**src/rtl/window_min_max.sv**
```systemverilog
// Streaming windowed min/max tracker: accumulates up to win_len accepted
// unsigned samples (or fewer on flush) and presents one result record.
module window_min_max #(
  parameter int unsigned word_size = 32,
  parameter int unsigned win_len   = 8,
  parameter int unsigned cnt_width = 8
) (
  input  logic                 clk,
  input  logic                 rst_n,
  input  logic                 in_valid,
  output logic                 in_ready,
  input  logic [word_size-1:0] in_data,
  input  logic                 flush,
  output logic                 out_valid,
  input  logic                 out_ready,
  output logic [word_size-1:0] out_max,
  output logic [word_size-1:0] out_min,
  output logic [cnt_width-1:0] out_max_idx,
  output logic [cnt_width-1:0] out_min_idx,
  output logic [cnt_width-1:0] out_count
);

  typedef enum logic [1:0] {
    IDLE = 2'd0,
    ACC  = 2'd1,
    HOLD = 2'd2
  } state_t;

  localparam logic [cnt_width-1:0] win_cnt = cnt_width'(win_len);

  state_t               state;
  logic [word_size-1:0] acc_max;
  logic [word_size-1:0] acc_min;
  logic [cnt_width-1:0] acc_max_idx;
  logic [cnt_width-1:0] acc_min_idx;
  logic [cnt_width-1:0] acc_count;

  logic [word_size-1:0] upd_max;
  logic [word_size-1:0] upd_min;
  logic [cnt_width-1:0] upd_max_idx;
  logic [cnt_width-1:0] upd_min_idx;
  logic [cnt_width-1:0] upd_count;

  logic [word_size-1:0] rec_max;
  logic [word_size-1:0] rec_min;
  logic [cnt_width-1:0] rec_max_idx;
  logic [cnt_width-1:0] rec_min_idx;
  logic [cnt_width-1:0] rec_count;

  logic accept;
  logic close;

  // Input handshake: blocked while the result record is on display or in reset
  assign in_ready = rst_n & (state != HOLD);
  assign accept   = in_valid & in_ready;

  // Window statistics after folding in the current sample (strict compares keep earliest index on ties)
  always_comb begin
    upd_max     = acc_max;
    upd_min     = acc_min;
    upd_max_idx = acc_max_idx;
    upd_min_idx = acc_min_idx;
    upd_count   = acc_count + cnt_width'(1);
    if (state == IDLE) begin
      upd_max     = in_data;
      upd_min     = in_data;
      upd_max_idx = '0;
      upd_min_idx = '0;
      upd_count   = cnt_width'(1);
    end else begin
      if (in_data > acc_max) begin
        upd_max     = in_data;
        upd_max_idx = acc_count;
      end
      if (in_data < acc_min) begin
        upd_min     = in_data;
        upd_min_idx = acc_count;
      end
    end
  end

  // Window-closing decision and the record that would be published
  always_comb begin
    close       = 1'b0;
    rec_max     = acc_max;
    rec_min     = acc_min;
    rec_max_idx = acc_max_idx;
    rec_min_idx = acc_min_idx;
    rec_count   = acc_count;
    if (accept) begin
      close       = flush | (upd_count == win_cnt);
      rec_max     = upd_max;
      rec_min     = upd_min;
      rec_max_idx = upd_max_idx;
      rec_min_idx = upd_min_idx;
      rec_count   = upd_count;
    end else if (state == ACC) begin
      close = flush;
    end
  end

  // State, accumulator and result registers
  always_ff @(posedge clk) begin
    if (!rst_n) begin
      state       <= IDLE;
      out_valid   <= 1'b0;
      out_max     <= '0;
      out_min     <= '0;
      out_max_idx <= '0;
      out_min_idx <= '0;
      out_count   <= '0;
      acc_max     <= '0;
      acc_min     <= '0;
      acc_max_idx <= '0;
      acc_min_idx <= '0;
      acc_count   <= '0;
    end else begin
      if (accept) begin
        acc_max     <= upd_max;
        acc_min     <= upd_min;
        acc_max_idx <= upd_max_idx;
        acc_min_idx <= upd_min_idx;
        acc_count   <= upd_count;
      end
      if (close) begin
        state       <= HOLD;
        out_valid   <= 1'b1;
        out_max     <= rec_max;
        out_min     <= rec_min;
        out_max_idx <= rec_max_idx;
        out_min_idx <= rec_min_idx;
        out_count   <= rec_count;
      end else if (accept) begin
        state <= ACC;
      end else if (state == HOLD && out_ready) begin
        state     <= IDLE;
        out_valid <= 1'b0;
      end
    end
  end

endmodule
```
**config.mk**
```make
export PLATFORM = sky130hd
export DESIGN_NAME = window_min_max
export DESIGN_NICKNAME = d
export VERILOG_FILES = /design/src/rtl/window_min_max.sv
export SDC_FILE = /design/constraint.sdc
export NUM_CORES = 1
export LEC_CHECK = 0
export CAP_MARGIN = 25
export CORE_MARGIN = 10
export CORE_UTILIZATION = 54
export CTS_BUF_LIST = sky130_fd_sc_hd__clkbuf_4 sky130_fd_sc_hd__clkbuf_8 sky130_fd_sc_hd__clkbuf_16
export DETAILED_ROUTE_END_ITERATION = 8
export GPL_TIMING_DRIVEN = 0
export PLACE_DENSITY = 0.91
export SYNTH_ARGS = -nofsm -noshare
export SYNTH_HDL_FRONTEND = slang
export SYNTH_SLANG_ARGS = --single-unit
```
**constraint.sdc**
```tcl
create_clock -name clk -period 3.1 [get_ports clk]
set_input_delay 0.62 -clock clk [delete_from_list [all_inputs] [get_ports clk]]
set_output_delay 0.62 -clock clk [all_outputs]
set_load 0.005 [all_outputs]
```
# ---- After elaboration in Yosys (flattened, before gate mapping)
# Index checks and enable logic that the tools add are counted.
dict set report totals {
  register_bits 179
  input_bits 37
  out_inout_bits 90
  word_cells 54
}
dict set report op_classes {
  add_sub_neg 1
  n_lt_le_gt_ge 2
  n_eq_ne 5
  n_mux 22
  bitwise 4
  reduce_logical 7
}
# operator count
set ops {}
lappend ops {{two-way mux 32 bit} 6}
lappend ops {{two-way mux 8 bit} 8}
lappend ops {{> comparator 32 bit} 1}
lappend ops {{less-than comparator 32 bit} 1}
lappend ops {{adder 8 x 1 -> 8 bit, second input constant} 1}
lappend ops {{== test 8 x 4 -> 1 bit, second input constant} 1}
lappend ops {{two-way mux 2 bit} 3}
lappend ops {{two-way mux 1 bit} 5}
lappend ops {{nonzero test 2 bit} 2}
lappend ops {{nonzero test 3 bit} 1}
lappend ops {{AND 1 bit} 2}
lappend ops {{== test 2 x 1 -> 1 bit, second input constant} 1}
lappend ops {{== test 2 bit, second input constant} 1}
lappend ops {{logical NOT 2 bit} 1}
lappend ops {{inequality test 2 x 1 -> 1 bit, second input constant} 1}
lappend ops {{inequality test 2 bit, second input constant} 1}
lappend ops {{AND reduction 2 bit} 1}
lappend ops {{OR reduction 2 bit} 1}
lappend ops {{logical AND 1 bit} 1}
lappend ops {{inverter 1 bit} 1}
lappend ops {{bitwise OR 1 bit} 1}

# ---- Logic depth before layout (Yosys ltp)
dict set report depth {
  word_depth 7
  depth_mapped 11
}

# ---- Worst setup path before layout
# No wires, ideal clock.
dict set report synth_path {
  path_type {input-to-reg}
  start {input in_data[30]}
  end {register out_max[19]}
  setup_time_ns 0.126
  t_arrival_ns 2.550
  setup_slack_ns 0.424
  cell_stages 10
  n_path_buf 2
  cell_sequence {ha_1 -> nand4_1 -> nor4_2 -> nand2_1 -> o211ai_1 -> o311a_1 -> buf_4 -> buf_6 -> mux2i_1 -> o21ai_0}
}
dict set report synth_via {
  elab_chain_cells 4
}
# element line
set synth_lines {}
lappend synth_lines {{from (decl)} 12} ;# input logic [word_size-1:0] in_data,
lappend synth_lines {{> comparator 32 bit} 71} ;# if (in_data > acc_max) begin
lappend synth_lines {{two-way mux 32 bit} 71}
lappend synth_lines {{two-way mux 32 bit} 64} ;# if (state == IDLE) begin
lappend synth_lines {{two-way mux 32 bit} n/a}
lappend synth_lines {{to (signal assigned)} 128} ;# out_max <= rec_max;
lappend synth_lines {{to (decl)} 16} ;# output logic [word_size-1:0] out_max,
# No other way between the ends.
# A chain may end at the register's enable or synchronous reset.

# ---- Worst setup path after layout
dict set report layout_path {
  start {input in_data[20]}
  end {register out_max[11]}
}
# Same word-level chain as after synthesis.

==> report_table.html <==
<table>
<tr><th>Metric</th><th>Value</th></tr>
<tr><th colspan="2">Die</th></tr>
<tr><td>Total Die Area</td><td>20100 um2</td></tr>
<tr><td>Effective utilization at floorplan</td><td>0.551</td></tr>
<tr><td>Core area</td><td>14500 um2</td></tr>
<tr><td>Ports</td><td>127</td></tr>
<tr><td>Die extent in x</td><td>142 um</td></tr>
<tr><td># rows</td><td>44</td></tr>
<tr><td>DIE HEIGHT</td><td>142 um</td></tr>
<tr><th colspan="2">Detailed routing</th></tr>
<tr><td>Count of TritonRoute iterations in the first routing pass</td><td>6</td></tr>
<tr><td>Routed via count</td><td>7363</td></tr>
<tr><td>Drt total wl</td><td>23900 um</td></tr>
<tr><td>Residual antenna-violating net count after detailed routing</td><td>0</td></tr>
<tr><td>Vias/cell</td><td>5.78</td></tr>
<tr><td>DRC marker count from the first detailed-route iteration</td><td>678</td></tr>
<tr><td>Post-DR wirelength/cell</td><td>18.8 um</td></tr>
<tr><td>Final routed DRC violation total</td><td>0</td></tr>
<tr><th colspan="2">Clocking</th></tr>
<tr><td>Number of buffers added by the clock tree synthesis step</td><td>17</td></tr>
<tr><td>Clock-pin slew on the worst setup and hold paths</td><td>0.06 ns</td></tr>
<tr><td>Maximum clock path buffer count</td><td>2</td></tr>
<tr><td>H-Tree Depth</td><td>4</td></tr>
<tr><td>Clk root buf</td><td>sky130_fd_sc_hd__clkbuf_16</td></tr>
<tr><td>Cts hold-fix bufs</td><td>0</td></tr>
<tr><td>Sink count of the clock tree</td><td>179</td></tr>
<tr><td>Worst-Skew Late Latency</td><td>0.44 ns</td></tr>
<tr><td>TritonCTS clock tree</td><td>yes</td></tr>
<tr><th colspan="2">Logic synthesis</th></tr>
<tr><td>Number of warning messages in the yosys log</td><td>0</td></tr>
<tr><td>Area fraction in compound gates after synthesis</td><td>0.142</td></tr>
<tr><td>Cell type contributing the most total cell area after synthesis</td><td>sky130_fd_sc_hd__dfxtp_1</td></tr>
<tr><td>Post-synth net total</td><td>1019</td></tr>
<tr><td>Netlist cell types</td><td>49</td></tr>
<tr><td>Post-Synthesis Cells</td><td>918</td></tr>
<tr><td>Sequential share of the synthesized area</td><td>0.447</td></tr>
<tr><td>Main area contributors after synthesis</td><td>sky130_fd_sc_hd__dfxtp_1 45%, sky130_fd_sc_hd__ha_1 10%, sky130_fd_sc_hd__mux2i_1 8.9%, sky130_fd_sc_hd__o21ai_0 5.0%, sky130_fd_sc_hd__nor2_1 5.0%</td></tr>
<tr><td>Largest family of logic cells by synthesized area</td><td>simple AND/OR/NAND/NOR gates</td></tr>
<tr><td>Post-synthesis mux area share</td><td>0.0887</td></tr>
<tr><td>Post-synthesis area per instance</td><td>8.73 um2</td></tr>
<tr><td>Primary flip-flop cell chosen by synthesis mapping</td><td>sky130_fd_sc_hd__dfxtp_1</td></tr>
<tr><td>XOR/XNOR Fraction of Synth Area</td><td>0.00109</td></tr>
<tr><td>Fraction of registers with async set/reset</td><td>0</td></tr>
<tr><td>Seq cells post-synth</td><td>179</td></tr>
<tr><td>Simple-gate share of the synthesized area</td><td>0.151</td></tr>
<tr><td>Share of the synthesized area in the top cell type</td><td>0.447</td></tr>
<tr><td>Fraction of the mapped netlist area in adder cells</td><td>0.100</td></tr>
<tr><td>Synth Cell Area</td><td>8010 um2</td></tr>
<tr><td>Number of enable flip-flop cells after synthesis</td><td>0</td></tr>
<tr><th colspan="2">Power</th></tr>
<tr><td>Relative contribution of combinational cells to total power</td><td>0.154</td></tr>
<tr><td>Clock network power share</td><td>0.396</td></tr>
<tr><td>Total power of the final layout</td><td>5.44 mW</td></tr>
<tr><td>Switching pwr</td><td>1.45 mW</td></tr>
<tr><td>Peak supply drop</td><td>0.000482 V</td></tr>
<tr><td>P_int</td><td>4.00 mW</td></tr>
<tr><td>Cell leakage power</td><td>4.20 nW</td></tr>
<tr><td>Switching share of total power</td><td>0.266</td></tr>
<tr><td>Seq pwr share</td><td>0.450</td></tr>
<tr><td>Power Dens Cells</td><td>520 nW/um2</td></tr>
<tr><th colspan="2">Timing</th></tr>
<tr><td>Final setup violation count</td><td>2</td></tr>
<tr><td>Fin crit period</td><td>3.11 ns</td></tr>
<tr><td>Final worst-path cycle share</td><td>1.00</td></tr>
<tr><td>Worst setup slack after layout</td><td>-0.00987 ns</td></tr>
<tr><td>Number of pins exceeding their max-slew limit in the final report</td><td>0</td></tr>
<tr><td>Upper clock frequency limit</td><td>322 MHz</td></tr>
<tr><td>Final Hold Viols</td><td>0</td></tr>
<tr><td>Setup Skew</td><td>0.0115 ns</td></tr>
<tr><td>Headroom to the max-slew limit</td><td>0.552</td></tr>
<tr><td>Slew of the pin with the lowest slew margin</td><td>0.673 ns</td></tr>
<tr><th colspan="2">Worst setup path</th></tr>
<tr><td>Capture instance of the worst register-to-register path</td><td>out_max[3]</td></tr>
<tr><td>Required time of the critical path</td><td>3.41 ns</td></tr>
<tr><td>Crit path largest cell delay</td><td>0.51 ns</td></tr>
<tr><td>Critical-path cell list</td><td>clkdlybuf4s50_1 &gt; ha_1 &gt; nand4_1 &gt; nor3_1 &gt; a221o_1 &gt; o211ai_1 &gt; o311a_1 &gt; buf_4 &gt; mux2i_1 &gt; o21ai_0</td></tr>
<tr><td>Beginning of the worst register-to-register path</td><td>acc_count[1]</td></tr>
<tr><td>Crit Path Class</td><td>in2reg</td></tr>
<tr><td>Worst-path cell with the longest stage delay</td><td>sky130_fd_sc_hd__clkdlybuf4s50_1</td></tr>
<tr><td>Data arrival time of the critical path</td><td>3.42 ns</td></tr>
<tr><td>Family with the most delay on the worst path</td><td>compound AO/OA/AOI/OAI gates</td></tr>
<tr><td>Worst Setup End Kind</td><td>flip-flop</td></tr>
<tr><td>Critical Path Source Type</td><td>input pin</td></tr>
<tr><td>Register-to-register path setup slack</td><td>0.10 ns</td></tr>
<tr><td>Combined buffer and inverter count along the critical path</td><td>2</td></tr>
<tr><td>Path depth of the worst reg2reg path</td><td>9</td></tr>
<tr><td>Maximum fanout encountered on the critical timing path</td><td>10</td></tr>
<tr><th colspan="2">GRT</th></tr>
<tr><td>Pin count of the biggest net entering global routing</td><td>17</td></tr>
<tr><td>Antenna violations before repair</td><td>6</td></tr>
<tr><td>Via count of the first global-routing pass</td><td>7073</td></tr>
<tr><td>Wire length of the first global-routing pass</td><td>35400 um</td></tr>
<tr><td>Residual overflow from global routing</td><td>0</td></tr>
<tr><td>Total routing usage reported by global routing</td><td>0.217</td></tr>
<tr><th colspan="2">Outcome</th></tr>
<tr><td>Result of the run</td><td>finished with violations</td></tr>
<tr><td>Failing checks</td><td>setup timing</td></tr>
<tr><th colspan="2">Final layout</th></tr>
<tr><td>Final-layout fill cell count</td><td>997</td></tr>
<tr><td>Proportion of layout cells with a drive suffix above 1</td><td>0.0894</td></tr>
<tr><td>Fin nets</td><td>1173</td></tr>
<tr><td>Commonest cells after routing, fill and taps aside</td><td>179 x sky130_fd_sc_hd__dfxtp_1, 105 x sky130_fd_sc_hd__nor2_1, 101 x sky130_fd_sc_hd__nand2_1, 99 x sky130_fd_sc_hd__clkdlybuf4s50_1, 80 x sky130_fd_sc_hd__o21ai_0</td></tr>
<tr><td>Commonest non-fill, non-tap cell in the layout</td><td>sky130_fd_sc_hd__dfxtp_1</td></tr>
<tr><td>Final core utilization</td><td>0.720</td></tr>
<tr><td>Final cell count without fillers</td><td>1273</td></tr>
<tr><td>Area added between synthesis and finish</td><td>30.6%</td></tr>
<tr><td>Total non-filler cell area in the finished layout</td><td>10500 um2</td></tr>
<tr><th colspan="2">Placement</th></tr>
<tr><td>HPWL Detailed</td><td>16200 um</td></tr>
<tr><td># port buffers</td><td>125</td></tr>
<tr><td>DP Cell Count</td><td>1227</td></tr>
<tr><td>Routability cong.</td><td>0.912</td></tr>
<tr><td>Post-DP Area</td><td>9490 um2</td></tr>
<tr><th colspan="2">Min path</th></tr>
<tr><td>Class of the most critical hold timing path</td><td>reg2reg</td></tr>
<tr><td>Worst-case hold path end point</td><td>out_max[26]</td></tr>
<tr><td>Hold path startpoint</td><td>out_max[26]</td></tr>
<tr><td>Worst Hold Path Cells</td><td>2</td></tr>
<tr><th colspan="2">Flow run</th></tr>
<tr><td>Max-cap violation count</td><td>0</td></tr>
</table>
power groups by stage:
stage	Clock [mW]	Sequential, mW	Combinational, mW
finish	2.15	2.45	0.839
global route	2.24	2.46	0.917
CTS	2.14	2.45	0.770
detailed placement	0	2.50	0.742
global placement	0	2.49	0.713
floorplan	0	2.49	0.446
area by class of cell:
type                       instances  area [um2]  share of cell area
sequential                       179        3580               0.342
clock buffer                      22         469              0.0448
antenna                            4        10.0            0.000956
buffer                            52         292              0.0279
timing repair buffer             136        1410               0.135
tap                              184         230              0.0220
clock inverter                    10         109              0.0104
inverter                          78         293              0.0280
multi-input combinational        608        4070               0.389
synthesized netlist by cell type (2+ instances only):
library cell                  n
sky130_fd_sc_hd__nor3_1       6
sky130_fd_sc_hd__nor4_1       2
sky130_fd_sc_hd__dfxtp_1    179
sky130_fd_sc_hd__a31oi_1      9
sky130_fd_sc_hd__inv_1       77
sky130_fd_sc_hd__buf_2       15
sky130_fd_sc_hd__and2_4       2
sky130_fd_sc_hd__nand3_1     21
sky130_fd_sc_hd__o21ai_1      7
sky130_fd_sc_hd__buf_6        6
sky130_fd_sc_hd__nand4_1     15
sky130_fd_sc_hd__clkbuf_1    30
sky130_fd_sc_hd__a21oi_1     54
sky130_fd_sc_hd__nand2b_1    10
sky130_fd_sc_hd__buf_4        2
sky130_fd_sc_hd__a21o_1       3
sky130_fd_sc_hd__o21ai_0     80
sky130_fd_sc_hd__a311oi_1     2
sky130_fd_sc_hd__nand2_1    102
sky130_fd_sc_hd__mux2i_1     71
sky130_fd_sc_hd__a32oi_1      9
sky130_fd_sc_hd__o211ai_1     3
sky130_fd_sc_hd__a22oi_1     10
sky130_fd_sc_hd__a2bb2oi_1    2
sky130_fd_sc_hd__ha_1        64
sky130_fd_sc_hd__a211oi_1     6
sky130_fd_sc_hd__and2_1       4
sky130_fd_sc_hd__nor2_1     106
worst max path at each step:
stage                      startpoint          end  slack (ns)  cells past startpoint
after floorplan           in_data[30]  out_max[19]        0.42                     10
after global placement     in_data[1]  out_max[25]       -0.63                     11
after detailed placement  in_data[14]  out_max[18]       -0.66                     11
after CTS                 in_data[17]  out_max[11]        0.05                     10
after global routing       in_data[7]  out_min[15]       -0.16                     10
final                     in_data[20]  out_max[11]       -0.01                     10
per-stage QoR:
stage | hold slack [ns] | TNS (ns) | worst slack [ns]
after floorplan | 0.429 | 0 | 0.424
after global placement | 0.433 | -46.63 | -0.627
after detailed placement | 0.441 | -54.10 | -0.662
after CTS | 0.454 | 0 | 0.0491
after global routing | 0.474 | -4.21 | -0.156
final | 0.451 | -0.0122 | -0.00987
metal layers:
metal	share of wire	vias to the layer above	GRT usage
met5	0.00071	-	0
met2	0.49	345	0.362
met3	0.085	72	0.0688
li1	-	3448	-
met4	0.031	4	0.0839
met1	0.39	3494	0.253
what timing repair did:
action | CTS | global route
pin swaps | 6 | 17
buffers inserted | 5 | 6
resized for setup | 11 | 53
endpoints found under the setup margin | 81 | 108
registers in the layout, indices dropped and copies added (netlist names):
signal and cells:
out_valid 1, out_count 8, out_min_idx 8, acc_min 32, out_min 32, out_max 32, acc_max_idx 8, state 2
out_max_idx 8, acc_min_idx 8, acc_count 8, acc_max 32
worst min-delay path, cell delays in order, from the launching register on:
cell	delay, ns
sky130_fd_sc_hd__dfxtp_1	0.32
sky130_fd_sc_hd__nand2_1	0.04
sky130_fd_sc_hd__o21ai_0	0.05
cell families after synthesis:
kind of cell | count (synthesis)
fa+ha+maj | 64
xor+xnor | 1
simple gates | 277
flops | 179
mux | 71
buf+inv | 131
compound gates | 195
Note: power is estimated with default switching activity, not from simulation.
